File: src/rtl/spectro_serializer_pkg.sv
// Shared types and default constants for the spectrogram frame serializer.
package spectro_serializer_pkg;

  localparam int TS_W_DEF   = 16;
  localparam int WORD_W_DEF = 8;
  localparam int N_BINS_DEF = 8;
  localparam int N_CH_DEF   = 2;

  typedef enum logic [1:0] {
    ST_IDLE = 2'd0,
    ST_TS   = 2'd1,
    ST_DATA = 2'd2,
    ST_DONE = 2'd3
  } state_e;

  // Frame length in bit-pair cycles: timestamp pairs plus all bin-word pairs.
  function automatic int frame_cycles(input int ts_w, input int word_w,
                                      input int n_bins, input int n_ch);
    return ts_w / 2 + (n_ch * n_bins * word_w) / 2;
  endfunction

  localparam int FRAME_CYCLES_DEF = frame_cycles(TS_W_DEF, WORD_W_DEF, N_BINS_DEF, N_CH_DEF);

endpackage

File: src/rtl/piso_shift2.sv
// Parallel-load shifter emitting two bits per cycle, MSB first.
module piso_shift2
  import spectro_serializer_pkg::*;
#(
  parameter int W = TS_W_DEF
) (
  input  logic         clk_i,
  input  logic         rst_i,
  input  logic         load_i,
  input  logic         shift_i,
  input  logic         clear_i,
  input  logic [W-1:0] data_i,
  output logic [1:0]   pair_o
);

  logic [W-1:0] sr_q, sr_d;

  always_comb begin
    sr_d = sr_q;
    if (clear_i)      sr_d = '0;
    else if (load_i)  sr_d = data_i;
    else if (shift_i) sr_d = {sr_q[W-3:0], 2'b00};
  end

  always_ff @(posedge clk_i or posedge rst_i) begin
    if (rst_i) sr_q <= '0;
    else       sr_q <= sr_d;
  end

  assign pair_o = sr_q[W-1:W-2];

endmodule

File: src/rtl/spectro_serializer.sv
// Streams a timestamp followed by every spectrogram bin word over a two-lane link.
//   state   | meaning
//   IDLE    | waiting for start; all outputs quiet
//   TS      | shifting out the captured timestamp
//   DATA    | shifting out bin words, ch0 bins then ch1 bins
//   DONE    | one-cycle done pulse, then back to IDLE
module spectro_serializer
  import spectro_serializer_pkg::*;
#(
  parameter int TS_W   = TS_W_DEF,
  parameter int WORD_W = WORD_W_DEF,
  parameter int N_BINS = N_BINS_DEF,
  parameter int N_CH   = N_CH_DEF
) (
  input  logic                              input_serial_readout_clk,
  input  logic                              reset,
  input  logic                              start,
  input  logic [TS_W-1:0]                   timestamp,
  output logic [$clog2(N_CH*N_BINS)-1:0]    mem_addr,
  output logic                              mem_ren,
  input  logic [WORD_W-1:0]                 mem_rdata,
  output logic [1:0]                        serial_out,
  output logic                              SL_time,
  output logic                              SL_ch,
  output logic                              sending_data,
  output logic                              done
);

  localparam int SR_W    = (TS_W > WORD_W) ? TS_W : WORD_W;
  localparam int CW      = $clog2(SR_W);
  localparam int N_WORDS = N_CH * N_BINS;
  localparam int AW      = $clog2(N_WORDS);

  localparam logic [CW-1:0] TS_LAST   = CW'(TS_W / 2 - 1);
  localparam logic [CW-1:0] WD_LAST   = CW'(WORD_W / 2 - 1);
  localparam logic [AW-1:0] WORD_LAST = AW'(N_WORDS - 1);
  localparam logic [AW:0]   N_WORDS_F = (AW+1)'(N_WORDS);

  state_e          state_q, state_d;
  logic [CW-1:0]   cnt_q, cnt_d;
  logic [AW-1:0]   word_q, word_d;
  logic [AW:0]     fetch_q, fetch_d;
  logic [AW-1:0]   addr_q, addr_d;
  logic            ren_q, ren_d;
  logic            sl_time_q, sl_time_d;
  logic            sl_ch_q, sl_ch_d;
  logic            send_q, send_d;
  logic            done_q, done_d;
  logic            sr_load, sr_shift, sr_clear;
  logic [SR_W-1:0] sr_data;

  always_comb begin
    state_d   = state_q;
    cnt_d     = cnt_q;
    word_d    = word_q;
    fetch_d   = fetch_q;
    addr_d    = addr_q;
    ren_d     = 1'b0;
    sl_time_d = 1'b0;
    sl_ch_d   = 1'b0;
    send_d    = 1'b0;
    done_d    = 1'b0;
    sr_load   = 1'b0;
    sr_shift  = 1'b0;
    sr_clear  = 1'b0;
    sr_data   = '0;

    case (state_q)
      ST_IDLE: begin
        if (start) begin
          state_d   = ST_TS;
          cnt_d     = TS_LAST;
          word_d    = '0;
          fetch_d   = '0;
          sr_load   = 1'b1;
          sr_data   = SR_W'(timestamp) << (SR_W - TS_W);
          sl_time_d = 1'b1;
          send_d    = 1'b1;
        end
      end
      ST_TS: begin
        send_d = 1'b1;
        if (cnt_q == '0) begin
          state_d = ST_DATA;
          cnt_d   = WD_LAST;
          sr_load = 1'b1;
          sr_data = SR_W'(mem_rdata) << (SR_W - WORD_W);
        end else begin
          cnt_d     = cnt_q - CW'(1);
          sr_shift  = 1'b1;
          sl_time_d = 1'b1;
        end
      end
      ST_DATA: begin
        if (cnt_q == '0) begin
          if (word_q == WORD_LAST) begin
            state_d  = ST_DONE;
            sr_clear = 1'b1;
            done_d   = 1'b1;
          end else begin
            word_d  = word_q + AW'(1);
            cnt_d   = WD_LAST;
            sr_load = 1'b1;
            sr_data = SR_W'(mem_rdata) << (SR_W - WORD_W);
            send_d  = 1'b1;
            sl_ch_d = 1'((int'(word_d) / N_BINS) & 1);
          end
        end else begin
          cnt_d    = cnt_q - CW'(1);
          sr_shift = 1'b1;
          send_d   = 1'b1;
          sl_ch_d  = sl_ch_q;
        end
      end
      ST_DONE: state_d = ST_IDLE;
      default: state_d = ST_IDLE;
    endcase

    // Read strobe lands in the second-to-last pair of a field so the word arrives on the boundary.
    if ((state_d == ST_TS || state_d == ST_DATA) && cnt_d == CW'(1) && fetch_d < N_WORDS_F) begin
      ren_d   = 1'b1;
      addr_d  = fetch_d[AW-1:0];
      fetch_d = fetch_d + (AW+1)'(1);
    end
  end

  always_ff @(posedge input_serial_readout_clk or posedge reset) begin
    if (reset) begin
      state_q   <= ST_IDLE;
      cnt_q     <= '0;
      word_q    <= '0;
      fetch_q   <= '0;
      addr_q    <= '0;
      ren_q     <= 1'b0;
      sl_time_q <= 1'b0;
      sl_ch_q   <= 1'b0;
      send_q    <= 1'b0;
      done_q    <= 1'b0;
    end else begin
      state_q   <= state_d;
      cnt_q     <= cnt_d;
      word_q    <= word_d;
      fetch_q   <= fetch_d;
      addr_q    <= addr_d;
      ren_q     <= ren_d;
      sl_time_q <= sl_time_d;
      sl_ch_q   <= sl_ch_d;
      send_q    <= send_d;
      done_q    <= done_d;
    end
  end

  piso_shift2 #(.W(SR_W)) u_shift (
    .clk_i   (input_serial_readout_clk),
    .rst_i   (reset),
    .load_i  (sr_load),
    .shift_i (sr_shift),
    .clear_i (sr_clear),
    .data_i  (sr_data),
    .pair_o  (serial_out)
  );

  assign mem_addr     = addr_q;
  assign mem_ren      = ren_q;
  assign SL_time      = sl_time_q;
  assign SL_ch        = sl_ch_q;
  assign sending_data = send_q;
  assign done         = done_q;

endmodule
File: config.mk
export PLATFORM = sky130hd
export DESIGN_NAME = spectro_serializer
export DESIGN_NICKNAME = d
export VERILOG_FILES = /design/src/rtl/spectro_serializer_pkg.sv /design/src/rtl/piso_shift2.sv /design/src/rtl/spectro_serializer.sv
export SDC_FILE = /design/constraint.sdc
export NUM_CORES = 1
export LEC_CHECK = 0
export CORE_MARGIN = 1.5
export CORE_UTILIZATION = 40
export DETAILED_ROUTE_END_ITERATION = 12
export PLACE_DENSITY = 0.73
export SYNTH_ARGS = -nofsm -noshare
export SYNTH_HDL_FRONTEND = slang
export SYNTH_SLANG_ARGS = --single-unit
File: constraint.sdc
create_clock -name input_serial_readout_clk -period 3.7 [get_ports input_serial_readout_clk]
set_clock_uncertainty 0.05 [all_clocks]
set_input_delay 0.74 -clock input_serial_readout_clk [delete_from_list [all_inputs] [get_ports input_serial_readout_clk]]
set_output_delay 0.74 -clock input_serial_readout_clk [all_outputs]
set_load 0.01 [all_outputs]
==> metrics.md, run 1 <==
| Metric | Value |
|---|---|
| DIE WIDTH | `77.7 um` |
| Largest net degree at the start of global routing | `41` |
| Worst skew pair latency | `300 ps` |
| CP Capture Type | `register` |
| GRT Util Overall | `0.173` |
| Area fraction of the dominant cell type after synthesis | `0.449` |
| Pint | `1.24 mW` |
| Reg-to-Reg Start | `state_q[0]$_DFF_PP0_` |
| Max cap viols | `0` |
| Clock power share | `0.131` |
| Hold Crit Start | `fetch_q[4]$_DFF_PP0_` |
| PortBufs | `37` |
| DRT Pass-1 Iters | `4` |
| Diode count | `0` |
| H-tree levels | `2` |
| Final hold vios | `0` |
| Remaining DRCs | `0` |
| PD cells | `790 nW/um2` |
| Peak VDD IR | `0.346 mV` |
| Avg Synthesized Cell Area | `9.62 um2` |
| CTS root buf | `clkbuf_8` |
| Final period util | `0.763` |
| Sequential-to-total area share from yosys stat | `0.449` |
| Final worst-path setup slack | `878 ps` |
| Hold Path Depth | `2` |
| Pre-CTS setup slack | `600 ps` |
| Crit path DAT | `2960 ps` |
| Placer congestion estimate | `0.869` |
| Clock Path Buffers | `2` |
| TritonCTS clock tree | `done` |
| Starting Density | `0.410` |
| Req. time, crit path | `3830 ps` |
| Top-count cell post-synth | `dfrtp_1` |
| Max Freq | `0.354 GHz` |
| ANT nets after route | `0` |
| CP Class | `reg -> reg` |
| Fraction of power consumed by sequential logic | `0.323` |
| Chip height | `77.7 um` |
| Fin util | `0.502` |
| Status | `finished clean` |
| Post-synth top cells | `dfrtp_1 (40), nor2_1 (24), o21ai_0 (23)` |
| CP startpoint kind | `register` |
| Wire per inst | `14.5 um` |
| Antenna violations before repair | `0` |
| Final hold slack | `428 ps` |
| Gate Count Post-Synth | `232` |
| Final setup fails | `0` |
| Comb pwr share | `0.546` |
| Vias in the first global route | `1701` |
| Yosys top cell by area | `dfrtp_1` |
| R2R cell count | `8` |
| Fin. max-slew vios | `0` |
| Synth top area cells | `dfrtp_1 (45%), o21ai_0 (5.2%), nor2_1 (4.0%), ha_1 (3.9%), a22o_1 (3.5%)` |
| Reg2reg end | `fetch_q[1]$_DFF_PP0_` |
| Setup bufs post-CTS | `0` |
| R2R setup slack | `880 ps` |
| Via count | `1861` |
| YS warnings | `0` |
| Num CTS Buffers | `5` |
| Number of synthesized flops with an enable pin | `0` |
| Worst Hold End | `fetch_q[4]$_DFF_PP0_` |
| Sw frac | `0.426` |
| Num Clock Sinks | `40` |
| Number of cell rows | `27` |
| CTS Hold Buffers Added | `0` |
| Hold crit path type | `reg -> reg` |
| TNS Setup | `0 ps` |
| Worst rel slew slack | `0.562` |
| Resized Gates After CTS | `0` |
| Total wire length | `4880 um` |
| RSZ-0062 raised after global routing | `false` |
| DR iter-0 viols | `223` |
| Main synth FF type | `dfrtp_1` |
| Synthesized area | `2230 um2` |
| Switch Pwr | `0.918 mW` |
| Worst slew pin tran | `651 ps` |
| Layout cells sized above 1 | `0.0981` |
| Leak | `1.19 nW` |
| Die area | `6030 um2` |
| Syn_nets | `266` |
| Nets | `299` |
| First-pass GRT wire length | `8280 um` |
| Area Overhead vs Synth | `22.4%` |
| Hpwl dp | `3370 um` |
| Synth async-reset ratio | `1.00` |
| Grt total ovfl | `0` |
| CP Max Fanout | `13` |
| Fin crit period | `2820 ps` |
| Post-synthesis register bit count | `40` |
| Clock slew at reported path FFs | `70 ps` |
| Distinct cells, synth | `46` |
| Core Area | `5440 um2` |
| Vias per cell | `5.52` |
| Ports | `38` |
[routing by layer]
metal,up-vias,share of wire,global-route usage
li1,901,-,-
met1,900,0.48,0.245
met2,51,0.46,0.261
met3,9,0.044,0.0424
met4,0,0.014,0.0564
met5,-,0,0
[worst max path at each step]
stage | startpoint | end | slack [ps] | cells after the start
floorplan | cnt_q[0]$_DFF_PP0_ | fetch_q[1]$_DFF_PP0_ | 1340 | 9
global placement | start | mem_addr[0]$_DFFE_PP0P_ | 640 | 7
detailed placement | start | mem_addr[0]$_DFFE_PP0P_ | 600 | 7
CTS | state_q[0]$_DFF_PP0_ | fetch_q[1]$_DFF_PP0_ | 870 | 8
global route | state_q[0]$_DFF_PP0_ | mem_addr[1]$_DFFE_PP0P_ | 740 | 8
finish | state_q[0]$_DFF_PP0_ | fetch_q[1]$_DFF_PP0_ | 880 | 8
[kinds of logic (layout without fill, tap and decap cells)]
| group | Yosys count | in the layout | synth area share |
|---|---|---|---|
| buffers and inverters | 27 | 60 | 0.0527 |
| flip-flops | 40 | 40 | 0.449 |
| adder cells (fa/ha/maj) | 7 | 7 | 0.0393 |
| AND/OR/NAND/NOR | 71 | 71 | 0.160 |
| multiplexers | 7 | 7 | 0.0381 |
| AO/OA/AOI/OAI | 75 | 75 | 0.238 |
| XOR/XNOR | 5 | 5 | 0.0230 |
[flip-flops by register name (all words and copies together), names as in the netlist]
| signal | flops |
|---|---|
| SL_time | 1 |
| done | 1 |
| mem_ren | 1 |
| sending_data | 1 |
| SL_ch | 1 |
| fetch_q | 5 |
| state_q | 2 |
| cnt_q | 4 |
| mem_addr | 4 |
| u_shift.sr_q | 16 |
| word_q | 4 |
[worst max-delay path: stages, from the launching register on]
cell,delay (ps)
dfrtp_1,410
inv_1,110
ha_1,470
inv_1,260
a211oi_1,370
o31ai_2,160
nor4_4,400
nand2_4,150
mux2_4,320
[cell type report]
class | instances | area [um2]
tap | 72 | 90.1
timing repair buffer | 41 | 400
multi-input combinational | 165 | 1110
inverter | 12 | 45.0
clock buffer | 5 | 68.8
fill | 512 | 2710
sequential | 40 | 1000
clock inverter | 2 | 12.5
[through the flow]
stage | instance area [um2] | std cells | power (mW)
floorplan | 2230 | 232 | 1.59
global placement | 2650 | 330 | 1.85
detailed placement | 2650 | 330 | 1.87
CTS | 2730 | 337 | 2.16
global route | 2730 | 337 | 2.34
finish | 2730 | 337 | 2.16
[power groups by stage]
stage | Combinational (mW) | Clock, mW | Sequential, mW
6_report | 1.18 | 0.283 | 0.696
5_1_grt | 1.31 | 0.311 | 0.716
4_1_cts | 1.18 | 0.289 | 0.696
3_5_place_dp | 1.17 | 0 | 0.702
3_3_place_gp | 1.15 | 0 | 0.701
2_1_floorplan | 0.895 | 0 | 0.697
[cells in the final DEF (no fill, tap or decap), types with 2 or more instances in the layout]
master,netlist,routed
dfrtp_1,40,40
clkdlybuf4s50_1,0,37
nor2_1,24,24
o21ai_0,23,23
nand2_1,18,18
inv_1,12,12
a21oi_1,11,11
a22o_1,9,9
a22oi_1,9,9
nand3_1,8,8
a221oi_1,8,8
ha_1,7,7
clkbuf_8,0,5
mux2i_1,4,4
buf_4,2,4
and2_1,3,3
or2_2,3,3
nand4_1,3,3
xor2_1,3,3
mux2_4,3,3
o21a_1,2,2
and3_1,2,2
a211oi_1,2,2
nor3_1,2,2
a221o_1,2,2
Note: power is estimated with default switching activity, not from simulation.
==> inputs of run 2 (changes only) <==
==> constraint.sdc (replaced) <==
create_clock -name input_serial_readout_clk -period 2.9 [get_ports input_serial_readout_clk]
set_clock_uncertainty 0.05 [all_clocks]
set_input_delay 0.58 -clock input_serial_readout_clk [delete_from_list [all_inputs] [get_ports input_serial_readout_clk]]
set_output_delay 0.58 -clock input_serial_readout_clk [all_outputs]
set_load 0.01 [all_outputs]
==> metrics.md, run 2 (synthesis results as in run 1) <==
| Metric | Value |
|---|---|
| Worst Hold End | `fetch_q[4]$_DFF_PP0_` |
| R2R setup slack | `250 ps (-630 ps)` |
| TNS Setup | `0 ps (unchanged)` |
| Wire per inst | `14.9 um (+2.7%)` |
| Worst setup path start | `cnt_q[0]$_DFF_PP0_` |
| Nets | `303 (+1.3%)` |
| Core Area | `5440 um2 (unchanged)` |
| Final hold slack | `437 ps (+9.21 ps)` |
| Ports | `38 (unchanged)` |
| Largest net degree at the start of global routing | `41 (unchanged)` |
| CP Capture Type | `register` |
| DRT Pass-1 Iters | `4 (unchanged)` |
| GRT Util Overall | `0.179 (+0.00600)` |
| CP Max Fanout | `8 (-5)` |
| PD cells | `1010 nW/um2 (+28%)` |
| Total wire length | `5080 um (+4.2%)` |
| Final hold vios | `0 (unchanged)` |
| Met1 Use GR | `0.240 (-0.00484)` |
| H-tree levels | `2 (unchanged)` |
| DIE WIDTH | `77.7 um (unchanged)` |
| R2R cell count | `8 (unchanged)` |
| Crit path DAT | `2790 ps (-170 ps)` |
| RSZ-0062 raised after global routing | `false` |
| Peak VDD IR | `0.500 mV (+44%)` |
| Num CTS Buffers | `5 (unchanged)` |
| Setup bufs post-CTS | `0 (unchanged)` |
| Area Overhead vs Synth | `24.5%` |
| Clock slew at reported path FFs | `80 ps (about the same)` |
| Hpwl dp | `3580 um (+6.0%)` |
| Grt total ovfl | `0 (unchanged)` |
| Leak | `1.22 nW (+1.9%)` |
| Commonest non-fill, non-tap cells in the layout | `dfrtp_1 (40), clkdlybuf4s50_1 (37), nor2_1 (24), o21ai_0 (23), nand2_1 (18)` |
| Largest Register | `u_shift.sr_q` |
| Final worst-path setup slack | `246 ps (-632 ps)` |
| Starting Density | `0.410 (unchanged)` |
| CTS root buf | `clkbuf_8` |
| Chip height | `77.7 um (unchanged)` |
| CTS Hold Buffers Added | `0 (unchanged)` |
| Total power | `2.82 mW (+31%)` |
| Req. time, crit path | `3030 ps (-800 ps)` |
| Worst rel slew slack | `0.632 (+0.0703)` |
| Num Clock Sinks | `40 (unchanged)` |
| Max cap viols | `0 (unchanged)` |
| Hold Crit Start | `fetch_q[4]$_DFF_PP0_` |
| Die area | `6030 um2 (unchanged)` |
| CP Class | `reg -> reg` |
| Largest regs | `u_shift.sr_q x16, fetch_q x5` |
| Reg-to-Reg Start | `cnt_q[0]$_DFF_PP0_` |
| PortBufs | `37 (unchanged)` |
| TritonCTS clock tree | `done` |
| Reg2reg end | `mem_addr[0]$_DFFE_PP0P_` |
| Hold Path Depth | `2 (unchanged)` |
| Fin crit period | `2650 ps (-168 ps)` |
| Worst skew pair latency | `290 ps (about the same)` |
| M2 GR Usage | `0.294 (+0.0330)` |
| Vias per cell | `5.62 (+1.7%)` |
| Number of cell rows | `27 (unchanged)` |
| Met3 usage | `0.0518 (+0.00941)` |
| Fin. max-slew vios | `0 (unchanged)` |
| Final setup fails | `0 (unchanged)` |
| First-pass GRT wire length | `8690 um (+5.0%)` |
| Antenna violations before repair | `0 (unchanged)` |
| Via count | `1921 (+3.2%)` |
| Hold crit path type | `reg -> reg` |
| Max Freq | `0.377 GHz (+6.3%)` |
| Status | `finished clean` |
| Layout cells sized above 1 | `0.115 (+0.0167)` |
| Fill cells | `507 (-0.98%)` |
| Clock Path Buffers | `2 (unchanged)` |
| DR iter-0 viols | `147 (-34%)` |
| Resized Gates After CTS | `0 (unchanged)` |
| Worst slew pin tran | `549 ps (-102 ps)` |
| GR peak layer | `met2` |
| Remaining DRCs | `0 (unchanged)` |
| Pre-CTS setup slack | `151 ps (-449 ps)` |
| ANT nets after route | `0 (unchanged)` |
| Diode count | `0 (unchanged)` |
| Final period util | `0.915 (+0.153)` |
| Number of flip-flops in the largest register | `16 (unchanged)` |
| Commonest non-fill, non-tap cell in the layout | `dfrtp_1` |
| CP startpoint kind | `register` |
| Placer congestion estimate | `0.804 (-7.4%)` |
| Vias in the first global route | `1835 (+7.9%)` |
[run 2: critical path, cell delays in order, from the launching register on]
cell      delay (ps)
dfrtp_1          440
inv_1             80
ha_1             200
or3b_1           520
o211ai_2         230
o31ai_2          130
nor4_4           400
nand2_4          160
mux2_4           330
[run 2: worst max path at each step]
stage                               to  slack, ps  cells past startpoint
3_5_place_dp   mem_addr[0]$_DFFE_PP0P_        150                      7
5_1_grt           fetch_q[1]$_DFF_PP0_        130                      8
6_report       mem_addr[0]$_DFFE_PP0P_        250                      8
2_1_floorplan     fetch_q[1]$_DFF_PP0_        540                      9
4_1_cts        mem_addr[0]$_DFFE_PP0P_        260                      8
3_3_place_gp   mem_addr[1]$_DFFE_PP0P_        220                      7
[run 2: area by class of cell]
| cell class | instances | area [um2] | area share |
|---|---|---|---|
| inverter | 12 | 45.0 | 0.0162 |
| clock buffer | 6 | 82.6 | 0.0297 |
| multi-input combinational | 165 | 1110 | 0.401 |
| tap | 72 | 90.1 | 0.0324 |
| sequential | 40 | 1000 | 0.361 |
| clock inverter | 2 | 15.0 | 0.00541 |
| timing repair buffer | 45 | 430 | 0.155 |
[run 2: routing by layer]
metal,up-vias,wire length [um]
li1,914,-
met1,940,2250
met2,64,2500
met3,3,315
met4,0,14
met5,-,0
[run 2: power breakdown]
group,switching (mW),internal (mW)
Clock,0.200,0.193
Combinational,0.866,0.666
Sequential,0.123,0.770
Total,1.19,1.63
[run 2: through the flow]
step	instance area, um2	util	cells
final	2780	0.510	342
after global routing	2780	0.510	342
after CTS	2780	0.510	342
after detailed placement	2680	0.493	334
after global placement	2680	0.493	334
after floorplan	2230	-	232
==> inputs of run 3 (changes only) <==
--- a/config.mk
+++ b/config.mk
@@ -8,7 +8,9 @@
 export CORE_MARGIN = 1.5
 export CORE_UTILIZATION = 40
 export DETAILED_ROUTE_END_ITERATION = 12
-export PLACE_DENSITY = 0.73
+export PLACE_DENSITY = 0.72
+export SKIP_LAST_GASP = 1
 export SYNTH_ARGS = -nofsm -noshare
 export SYNTH_HDL_FRONTEND = slang
+export SYNTH_HIERARCHICAL = 1
 export SYNTH_SLANG_ARGS = --single-unit
==> metrics.md, run 3 <==
| Metric | Value |
|---|---|
| Status | `finished clean` |
| Synthesized area | `2460 um2 (+10%)` |
| Post-synth top cells | `dfrtp_1 (40), nand2_1 (21), mux2i_1 (17)` |
| Core Area | `5920 um2 (+8.9%)` |
| Setup bufs post-CTS | `0 (unchanged)` |
| Hold crit path type | `reg -> reg` |
| Total wire length | `5400 um (+6.2%)` |
| Antenna violations before repair | `0 (unchanged)` |
| Pre-CTS setup slack | `6.64 ps (-145 ps)` |
| Area of the multi-input gates | `1300 um2 (+17%)` |
| PD cells | `427 nW/um2 (-58%)` |
| Sequential Area | `1000 um2 (unchanged)` |
| Remaining DRCs | `0 (unchanged)` |
| TritonCTS clock tree | `done` |
| Chip height | `81.5 um (+4.9%)` |
| CP max-delay cell | `dfrtp_1` |
| Wire per inst | `14.7 um (-1.0%)` |
| Commonest non-fill, non-tap cell in the layout | `dfrtp_1` |
| Crit path DAT | `2840 ps (+50 ps)` |
| CP cell instances | `inv_1 > ha_1 > nor2_1 > o21ai_0 > a221o_1 > nor4b_2 > and2_1 > buf_4 > mux2_4` |
| Worst rel slew slack | `0.379 (-0.253)` |
| Final period util | `0.935 (+0.0192)` |
| RSZ-0062 raised after global routing | `false` |
| Yosys top cell by area | `dfrtp_1` |
| Syn_nets | `282 (+6.0%)` |
| Top-count cell post-synth | `dfrtp_1` |
| Final hold vios | `0 (unchanged)` |
| Peak VDD IR | `0.221 mV (-56%)` |
| CP bufs+invs | `2 (+1)` |
| Number of synthesized flops with an enable pin | `0 (unchanged)` |
| DRT Pass-1 Iters | `4 (unchanged)` |
| Num Clock Sinks | `40 (unchanged)` |
| YS warnings | `6 (+6)` |
| Final setup fails | `0 (unchanged)` |
| Fin crit period | `2710 ps (+55.7 ps)` |
| Clock Path Buffers | `2 (unchanged)` |
| Worst slew pin tran | `932 ps (+383 ps)` |
| Vias in the first global route | `1893 (+3.2%)` |
| Final worst-path setup slack | `190 ps (-55.7 ps)` |
| Max cap viols | `0 (unchanged)` |
| Via count | `1970 (+2.6%)` |
| Worst skew pair latency | `290 ps (about the same)` |
| Resized Gates After CTS | `0 (unchanged)` |
| Top routing layer used | `met4` |
| Avg Synthesized Cell Area | `9.93 um2 (+3.3%)` |
| Main synth FF type | `dfrtp_1` |
| TNS Setup | `0 ps (unchanged)` |
| Num CTS Buffers | `5 (unchanged)` |
| Grt total ovfl | `0 (unchanged)` |
| Die area | `6640 um2 (+10%)` |
| PortBufs | `37 (unchanged)` |
| CP startpoint kind | `register` |
| CP Max Fanout | `6 (-2)` |
| CTS Hold Buffers Added | `0 (unchanged)` |
| Fill cells | `535 (+5.5%)` |
| Ports | `38 (unchanged)` |
| Req. time, crit path | `3030 ps (about the same)` |
| CP Class | `reg -> reg` |
| WL met3 | `222 um (-30%)` |
| GRT Util Overall | `0.170 (-0.00922)` |
| Nets | `325 (+7.3%)` |
| Gate Count Post-Synth | `248 (+6.9%)` |
| Distinct cells, synth | `51 (+11%)` |
| Max Freq | `0.369 GHz (-2.1%)` |
| DR iter-0 viols | `68 (-54%)` |
| Family with the most delay on the worst path | `simple AND/OR/NAND/NOR gates` |
| ANT nets after route | `0 (unchanged)` |
| Leak | `1.34 nW (+10%)` |
| Fin. max-slew vios | `0 (unchanged)` |
| WL met2 | `2600 um (+3.8%)` |
| Starting Density | `0.416 (+0.00594)` |
| Number of cell rows | `28 (+3.7%)` |
| Layout cells sized above 1 | `0.130 (+0.0153)` |
| Clock slew at reported path FFs | `80 ps (about the same)` |
| First-pass GRT wire length | `8670 um (-0.24%)` |
| Hpwl dp | `3890 um (+8.7%)` |
| CTS root buf | `clkbuf_8` |
| Largest regs | `u_shift/sr_q x16, fetch_q x5` |
| Sequential-to-total area share from yosys stat | `0.406 (-0.0424)` |
| Placer congestion estimate | `0.887 (+10%)` |
| Area Overhead vs Synth | `23.6%` |
| Largest Register | `u_shift/sr_q` |
| DIE WIDTH | `81.5 um (+4.9%)` |
| Vias per cell | `5.37 (-4.4%)` |
| Synth async-reset ratio | `1.00 (unchanged)` |
| Area fraction of the dominant cell type after synthesis | `0.406 (-0.0424)` |
| H-tree levels | `2 (unchanged)` |
| Met1 wire length | `2500 um (+11%)` |
| Commonest non-fill, non-tap cells in the layout | `dfrtp_1 (40), clkdlybuf4s50_1 (37), nand2_1 (21), mux2i_1 (17), buf_4 (16)` |
| Synth top area cells | `dfrtp_1 (41%), mux2i_1 (6.9%), a211oi_1 (4.3%), nor2b_1 (3.8%), ha_1 (3.6%)` |
| Diode count | `0 (unchanged)` |
| Slowest stage delay, CP | `420 ps (-100 ps)` |
| CP Capture Type | `register` |
| Post-synthesis register bit count | `40 (unchanged)` |
| Largest net degree at the start of global routing | `20 (-51%)` |
| Number of flip-flops in the largest register | `16 (unchanged)` |
[run 3: per-layer routing]
metal  GRT usage  up-vias
met5           0        -
met4      0.0586        0
met3      0.0333        6
met2       0.295       49
met1       0.211      946
li1            -      969
[run 3: through the flow]
step	hold slack [ps]	instance area [um2]	utilization	std cells	power, mW
6_report	446	3050	0.514	367	1.30
2_1_floorplan	400	2460	-	248	0.765
5_1_grt	471	3050	0.514	367	1.37
3_5_place_dp	434	2930	0.495	359	0.845
4_1_cts	452	3050	0.514	367	1.32
3_3_place_gp	429	2930	0.495	359	0.838
[run 3: area by class of cell]
| cell class | instances | area share |
|---|---|---|
| Multi-Input combinational cell | 179 | 0.427 |
| Sequential cell | 40 | 0.329 |
| Timing Repair Buffer | 53 | 0.161 |
| Tap cell | 75 | 0.0308 |
| Clock buffer | 5 | 0.0226 |
| Clock inverter | 3 | 0.0152 |
| Inverter | 12 | 0.0148 |
[run 3: worst register-to-register path, delay by kind of cell (launching register included)]
kind | cells | cell delay, ps
simple gates | 3 | 760
compound gates | 2 | 520
flops | 1 | 420
mux | 1 | 300
fa+ha+maj | 1 | 280
buf+inv | 2 | 260
[run 3: kinds of logic (layout without fill, tap and decap cells)]
family | after synthesis | count (layout) | share of synthesized area
and+or+nand+nor | 90 | 90 | 0.207
AOI/OAI and AO/OA | 57 | 57 | 0.177
DFF | 40 | 40 | 0.406
buffers and inverters | 29 | 73 | 0.0660
muxes | 21 | 21 | 0.0934
adders and majority gates | 7 | 7 | 0.0355
xor gates and xnor gates | 4 | 4 | 0.0142
[run 3: path summary, 6_finish.rpt]
path	startpoint	endpoint	slack [ps]	depth (start not counted)
setup / recovery	state_q[0]$_DFF_PP0_	mem_addr[0]$_DFFE_PP0P_	190	9
max in group asynchronous	reset	fetch_q[0]$_DFF_PP0_	1700	3
hold / removal	fetch_q[4]$_DFF_PP0_	fetch_q[4]$_DFF_PP0_	450	2
min in group asynchronous	reset	cnt_q[0]$_DFF_PP0_	560	2
hold reg to reg	fetch_q[4]$_DFF_PP0_	fetch_q[4]$_DFF_PP0_	450	2
setup reg to reg	state_q[0]$_DFF_PP0_	mem_addr[0]$_DFFE_PP0P_	190	9
[run 3: report_power, final]
part,switching [mW],internal [mW]
Sequential,0.0185,0.582
Combinational,0.110,0.123
Clock,0.209,0.259
Total,0.337,0.965
